[config.mk]
export PLATFORM = sky130hd
export DESIGN_NAME = ifir_2nd_stage_decim
export DESIGN_NICKNAME = d
export VERILOG_FILES = /design/src/rtl/ifir_2nd_stage_decim.sv
export SDC_FILE = /design/constraint.sdc
export NUM_CORES = 2
export LEC_CHECK = 0
export CAP_MARGIN = 20
export CORE_ASPECT_RATIO = 0.5
export CORE_MARGIN = 2
export CORE_UTILIZATION = 35
export DETAILED_ROUTE_END_ITERATION = 8
export PLACE_DENSITY = 0.46
export SYNTH_ARGS = -nofsm -noshare
export SYNTH_HDL_FRONTEND = slang
export SYNTH_SLANG_ARGS = --single-unit
[constraint.sdc]
create_clock -name clock_in -period 17.3 [get_ports clock_in]
set_input_delay 3.46 -clock clock_in [delete_from_list [all_inputs] [get_ports clock_in]]
set_output_delay 3.46 -clock clock_in [all_outputs]
set_load 0.01 [all_outputs]
[src/rtl/ifir_2nd_stage_decim.sv]
// ifir_2nd_stage_decim
//   Full-parallel 2:1 polyphase decimating FIR. Accepts one 24-bit signed
//   sample per qualified clock_in edge and emits one filtered sample per
//   accepted pair. It uses the same 16-tap symmetric coefficient set and
//   output scaling as the 2x interpolating second IFIR stage, so the two
//   stages are gain-matched.
//
// Ports
//   clock_in   in   1   high-rate clock, rising edge
//   rstn       in   1   asynchronous assert, active-low reset
//   din        in  24   signed input sample
//   din_valid  in   1   din is accepted on a rising edge where this is high
//   sync_in    in   1   single-cycle pulse that realigns the decimation phase
//   dout       out 24   signed decimated output, held between updates
//   dout_valid out  1   one-cycle strobe marking a new dout
//   phase      out  1   registered phase state (0 = next sample is EVEN)
//
// Handshake: din is consumed on every rising edge with din_valid high; there
// is no back-pressure. dout_valid is a pure strobe with no ready; the
// consumer must take dout on the cycle it is high (dout stays held anyway).
module ifir_2nd_stage_decim #(
  parameter logic signed [27:0] COEF_B1 = 28'h0000041,
  parameter logic signed [27:0] COEF_B2 = 28'h0001041,
  parameter logic signed [27:0] COEF_B3 = 28'h0001040,
  parameter logic signed [27:0] COEF_B4 = 28'h0021044,
  parameter logic signed [27:0] COEF_B5 = 28'h0081021,
  parameter logic signed [27:0] COEF_B6 = 28'h0000401,
  parameter logic signed [27:0] COEF_B7 = 28'h0480048,
  parameter logic signed [27:0] COEF_B8 = 28'h1202004
) (
  input  logic        clock_in,
  input  logic        rstn,
  input  logic [23:0] din,
  input  logic        din_valid,
  input  logic        sync_in,
  output logic [23:0] dout,
  output logic        dout_valid,
  output logic        phase
);

  typedef enum logic {
    S_EVEN = 1'b0,
    S_ODD  = 1'b1
  } state_t;

  // Half of the symmetric impulse response; COEFS[k] weights x[k] and x[15-k].
  localparam logic [7:0][27:0] COEFS = {COEF_B8, COEF_B7, COEF_B6, COEF_B5,
                                        COEF_B4, COEF_B3, COEF_B2, COEF_B1};

  // Delay line, x[0] in the low slice so a shift is a plain concatenation.
  logic [15:0][23:0] r_x;
  state_t            r_state;
  logic              r_calc_pending;
  logic [23:0]       r_dout;
  logic              r_dout_valid;

  state_t            w_state_next;
  logic              w_pair_done;
  logic signed [24:0] w_pre  [8];
  logic signed [52:0] w_prod [8];
  logic signed [55:0] w_sum;

  // ---------------------------------------------------------------------------
  // Phase FSM: next-state logic. sync_in alone forces EVEN; sync_in with a
  // sample makes that sample the EVEN one. Only a plain ODD acceptance
  // completes a pair.
  // ---------------------------------------------------------------------------
  always_comb begin
    w_state_next = r_state;
    w_pair_done  = 1'b0;
    if (din_valid) begin
      if (sync_in) begin
        w_state_next = S_ODD;
      end else if (r_state == S_EVEN) begin
        w_state_next = S_ODD;
      end else begin
        w_state_next = S_EVEN;
        w_pair_done  = 1'b1;
      end
    end else if (sync_in) begin
      w_state_next = S_EVEN;
    end
  end

  always_ff @(posedge clock_in or negedge rstn) begin
    if (!rstn) begin
      r_state <= S_EVEN;
    end else begin
      r_state <= w_state_next;
    end
  end

  // ---------------------------------------------------------------------------
  // Delay line: shifts only on accepted samples.
  // ---------------------------------------------------------------------------
  always_ff @(posedge clock_in or negedge rstn) begin
    if (!rstn) begin
      r_x <= '0;
    end else if (din_valid) begin
      r_x <= {r_x[14:0], din};
    end
  end

  // ---------------------------------------------------------------------------
  // Symmetric pre-add (25 bits, exact) then full-precision products.
  // ---------------------------------------------------------------------------
  for (genvar g = 0; g < 8; g++) begin : g_tap
    assign w_pre[g]  = {r_x[g][23], r_x[g]} + {r_x[15-g][23], r_x[15-g]};
    assign w_prod[g] = 53'(w_pre[g]) * 53'($signed(COEFS[g]));
  end

  always_comb begin
    w_sum = 56'(w_prod[0]) + 56'(w_prod[1]) + 56'(w_prod[2]) + 56'(w_prod[3]) +
            56'(w_prod[4]) + 56'(w_prod[5]) + 56'(w_prod[6]) + 56'(w_prod[7]);
  end

  // ---------------------------------------------------------------------------
  // Compute stage. The pending flag lives for exactly one cycle: the edge
  // after the ODD acceptance consumes it. The next acceptance after an ODD
  // one is always treated as EVEN, so a new pair can never set the flag on
  // the same edge that consumes it, and sync_in never touches it.
  // ---------------------------------------------------------------------------
  always_ff @(posedge clock_in or negedge rstn) begin
    if (!rstn) begin
      r_calc_pending <= 1'b0;
      r_dout         <= '0;
      r_dout_valid   <= 1'b0;
    end else begin
      r_calc_pending <= w_pair_done;
      r_dout_valid   <= r_calc_pending;
      if (r_calc_pending) begin
        // Truncating scale: no rounding, wraps on overflow.
        r_dout <= w_sum[35:12];
      end
    end
  end

  assign dout       = r_dout;
  assign dout_valid = r_dout_valid;
  assign phase      = r_state;

endmodule

==> results.py <==
metrics = {
    "status": {
        "result_of_the_run": "complete, no violations",
    },
    "critical_path": {
        "reg2reg_from": "r_x[145]",
        "critical_path_depth": 57,
        "setup.worst_path.class": "register to register",
        "critical_path.n_buffers_inverters": 5,
        "regToRegSetupSlack_ns": 2.30,
        "end_kind": "register",
        "critPathLaunchType": "register",
        "r2r_cells": 57,
        "critPathSlowestCell": "sky130_fd_sc_hd__fa_1",
        "critical_path_required_ns": 17.85,
        "path_delay_family": "adder cells",
        "worstReg2RegEnd": "dout[23]",
        "critPathArrivalTime_ns": 15.56,
        "critical-path-top-cell-by-count": "sky130_fd_sc_hd__xnor2_1",
        "timing.critical_path.fanout_max": 6,
        "cpPeakStageDelay_ns": 0.56,
    },
    "placement": {
        "dp_cells": 6153,
        "detailedPlacementHpwl_mm": 124,
        "post_placement_worst_setup_slack_ns": 2.28,
        "placement.io_buffers": 53,
        "routability_congestion": 0.927,
    },
    "logic_synthesis": {
        "synthDominantCellAreaShare": 0.226,
        "synth-warning-count": 0,
        "synth.area.top_cells": "sky130_fd_sc_hd__ha_1, sky130_fd_sc_hd__dfrtp_1, sky130_fd_sc_hd__fa_1, sky130_fd_sc_hd__mux2_2, sky130_fd_sc_hd__inv_1",
        "most_used_flip_flop_cell_after_synthesis": "sky130_fd_sc_hd__dfrtp_1",
        "yosysUniqueCellTypes": 72,
        "synth-edff-count": 0,
        "post_synth_net_total": 5628,
        "post_synth_inst_count": 4331,
        "post_synth_most_frequent_cells": "sky130_fd_sc_hd__ha_1, sky130_fd_sc_hd__inv_1, sky130_fd_sc_hd__fa_1",
        "synth-seq-cells": 411,
        "yosys.cell_count.top_type": "sky130_fd_sc_hd__ha_1",
        "post_synthesis_average_cell_area_um2": 10.7,
        "yosysSeqAreaShare": 0.222,
        "async_reset_ff_frac": 1.00,
        "synth_top_area_cell": "sky130_fd_sc_hd__ha_1",
        "synth_area_um2": 46300,
    },
    "timing": {
        "max_clock_freq_ghz": 0.0667,
        "totalNegativeSetupSlack_ns": 0,
        "grt_setup_unrepaired": "false",
        "final_setup_violating_endpoints": 0,
        "final_max_slew_viol_count": 0,
        "relSlewSlack": 0.103,
        "period_needed_ns": 15.00,
        "final.setup.worst_slack_ns": 2.30,
        "finClkSkew_ns": 0.0736,
        "finalCritPeriodShare": 0.867,
        "worst-slew-pin-transition_ns": 1.35,
        "hold_violations": 0,
    },
    "detailed_routing": {
        "routed_wire_length_per_instance_um": 22.9,
        "num_vias": 31400,
        "routed_via_density": 5.03,
        "detail_route.first_pass.iterations": 5,
        "drc_errors": 0,
        "antenna_violating_nets_post_route": 0,
        "detail_route.wirelength_mm": 143,
        "drt_first_iter_violations": 2167,
    },
    "cts": {
        "clock-root-buffer": "sky130_fd_sc_hd__clkbuf_16",
        "cts_hold_buffers": 0,
        "worstSkewPairLatency_ns": 0.68,
        "clock_edge_transition_at_the_registers_on_the_reported_setup_and_hold_paths_ns": 0.06,
        "numCtsBuffers": 48,
        "clock_buffer_depth": 3,
        "cts.repair.resized": 0,
        "cts_sinks": 411,
        "post_cts_buffers": 0,
        "number_of_h_tree_levels": 2,
        "cts_tree": "done",
    },
    "floorplan": {
        "core_area_um2": 131000,
        "initial_util": 0.352,
        "i_o_pin_total": 54,
        "chip_width_um": 518,
        "fp.dieArea_um2": 135000,
        "vert_die_dim_um": 261,
        "placement_rows": 94,
    },
    "worst_hold_path": {
        "holdCritPathClass": "register to register",
        "hold_path.startpoint": "dout[22]",
        "worstHoldEndpoint": "dout[22]",
        "worst_hold_path.num_cells": 1,
    },
    "global_route": {
        "grtUsageTotal": 0.214,
        "global_route.overflow_total": 0,
        "grt_antenna_before_repair": 6,
        "maximum_number_of_pins_on_one_net_before_global_route_repair": 165,
        "first_global_vias": 31900,
        "use_met3": 0.0640,
        "grt_first_pass_wirelength_mm": 212,
        "gr-usage-met1": 0.318,
        "peak_usage_layer_in_the_global_routing_report": "met1",
        "grt_util_met2": 0.302,
    },
    "layout": {
        "fillerInstances": 13000,
        "area_delta_synth_final_pct": 10.1,
        "layout_cell_share_with_drive_strength_beyond_1": 0.127,
        "layout.cells.non_filler": 6252,
        "final_net_count": 5729,
    },
    "run": {
        "drv_cap": 0,
    },
}
## per-layer routing
metal	up-vias	wire [µm]
met4	6	3150
met2	723	56900
met1	15800	71400
met5	-	46
li1	14800	-
met3	120	11900
## layout by cell type, fill, tap and decap left out, types with 48 or more instances in the layout
cell	count
sky130_fd_sc_hd__a21o_1	57
sky130_fd_sc_hd__xnor2_1	229
sky130_fd_sc_hd__inv_1	765
sky130_fd_sc_hd__mux2_2	404
sky130_fd_sc_hd__o21ai_0	97
sky130_fd_sc_hd__xor2_1	81
sky130_fd_sc_hd__ha_1	838
sky130_fd_sc_hd__nor2_1	170
sky130_fd_sc_hd__clkdlybuf4s50_1	51
sky130_fd_sc_hd__dfrtp_1	411
sky130_fd_sc_hd__nand2_1	95
sky130_fd_sc_hd__clkbuf_16	48
sky130_fd_sc_hd__fa_1	431
sky130_fd_sc_hd__a21oi_1	203
## flip-flops by register name, summed over array words and instances, names as in the netlist
signal / count
r_calc_pending: 1
dout: 24
dout_valid: 1
phase: 1
r_x: 384
## worst max path at each step
stage	start	end	slack, ns
2_1_floorplan	r_x[145]	dout[23]	3.97
3_3_place_gp	r_x[145]	dout[23]	2.60
3_5_place_dp	r_x[145]	dout[23]	2.28
4_1_cts	r_x[145]	dout[23]	2.24
5_1_grt	r_x[145]	dout[23]	1.19
6_report	r_x[145]	dout[23]	2.30
## final cells by class
class	count	area (µm²)	area share
Antenna cell	4	10.0	0.000196
Clock buffer	67	1350	0.0265
Clock inverter	23	330	0.00648
Inverter	765	2870	0.0563
Multi-Input combinational cell	3107	33000	0.648
Sequential cell	411	10300	0.202
Tap cell	1776	2220	0.0436
Timing Repair Buffer	99	893	0.0175
## logic make-up after synthesis
logic type | synth area share
simple gates | 0.0542
compound gates | 0.0827
buf+inv | 0.0659
fa+ha+maj | 0.413
xor+xnor | 0.0635
mux | 0.0987
flops | 0.222
## through the flow
step	util	area, µm²	hold slack, ns
after floorplan	-	46300	0.352
final	0.388	51000	0.506
after global routing	0.388	51000	0.526
after global placement	0.375	49300	0.492
after CTS	0.388	50900	0.513
after detailed placement	0.375	49300	0.499
Power is left out: the tool's default activity adds up to more than one toggle a clock period on the data nets, which glitch-free logic cannot reach.
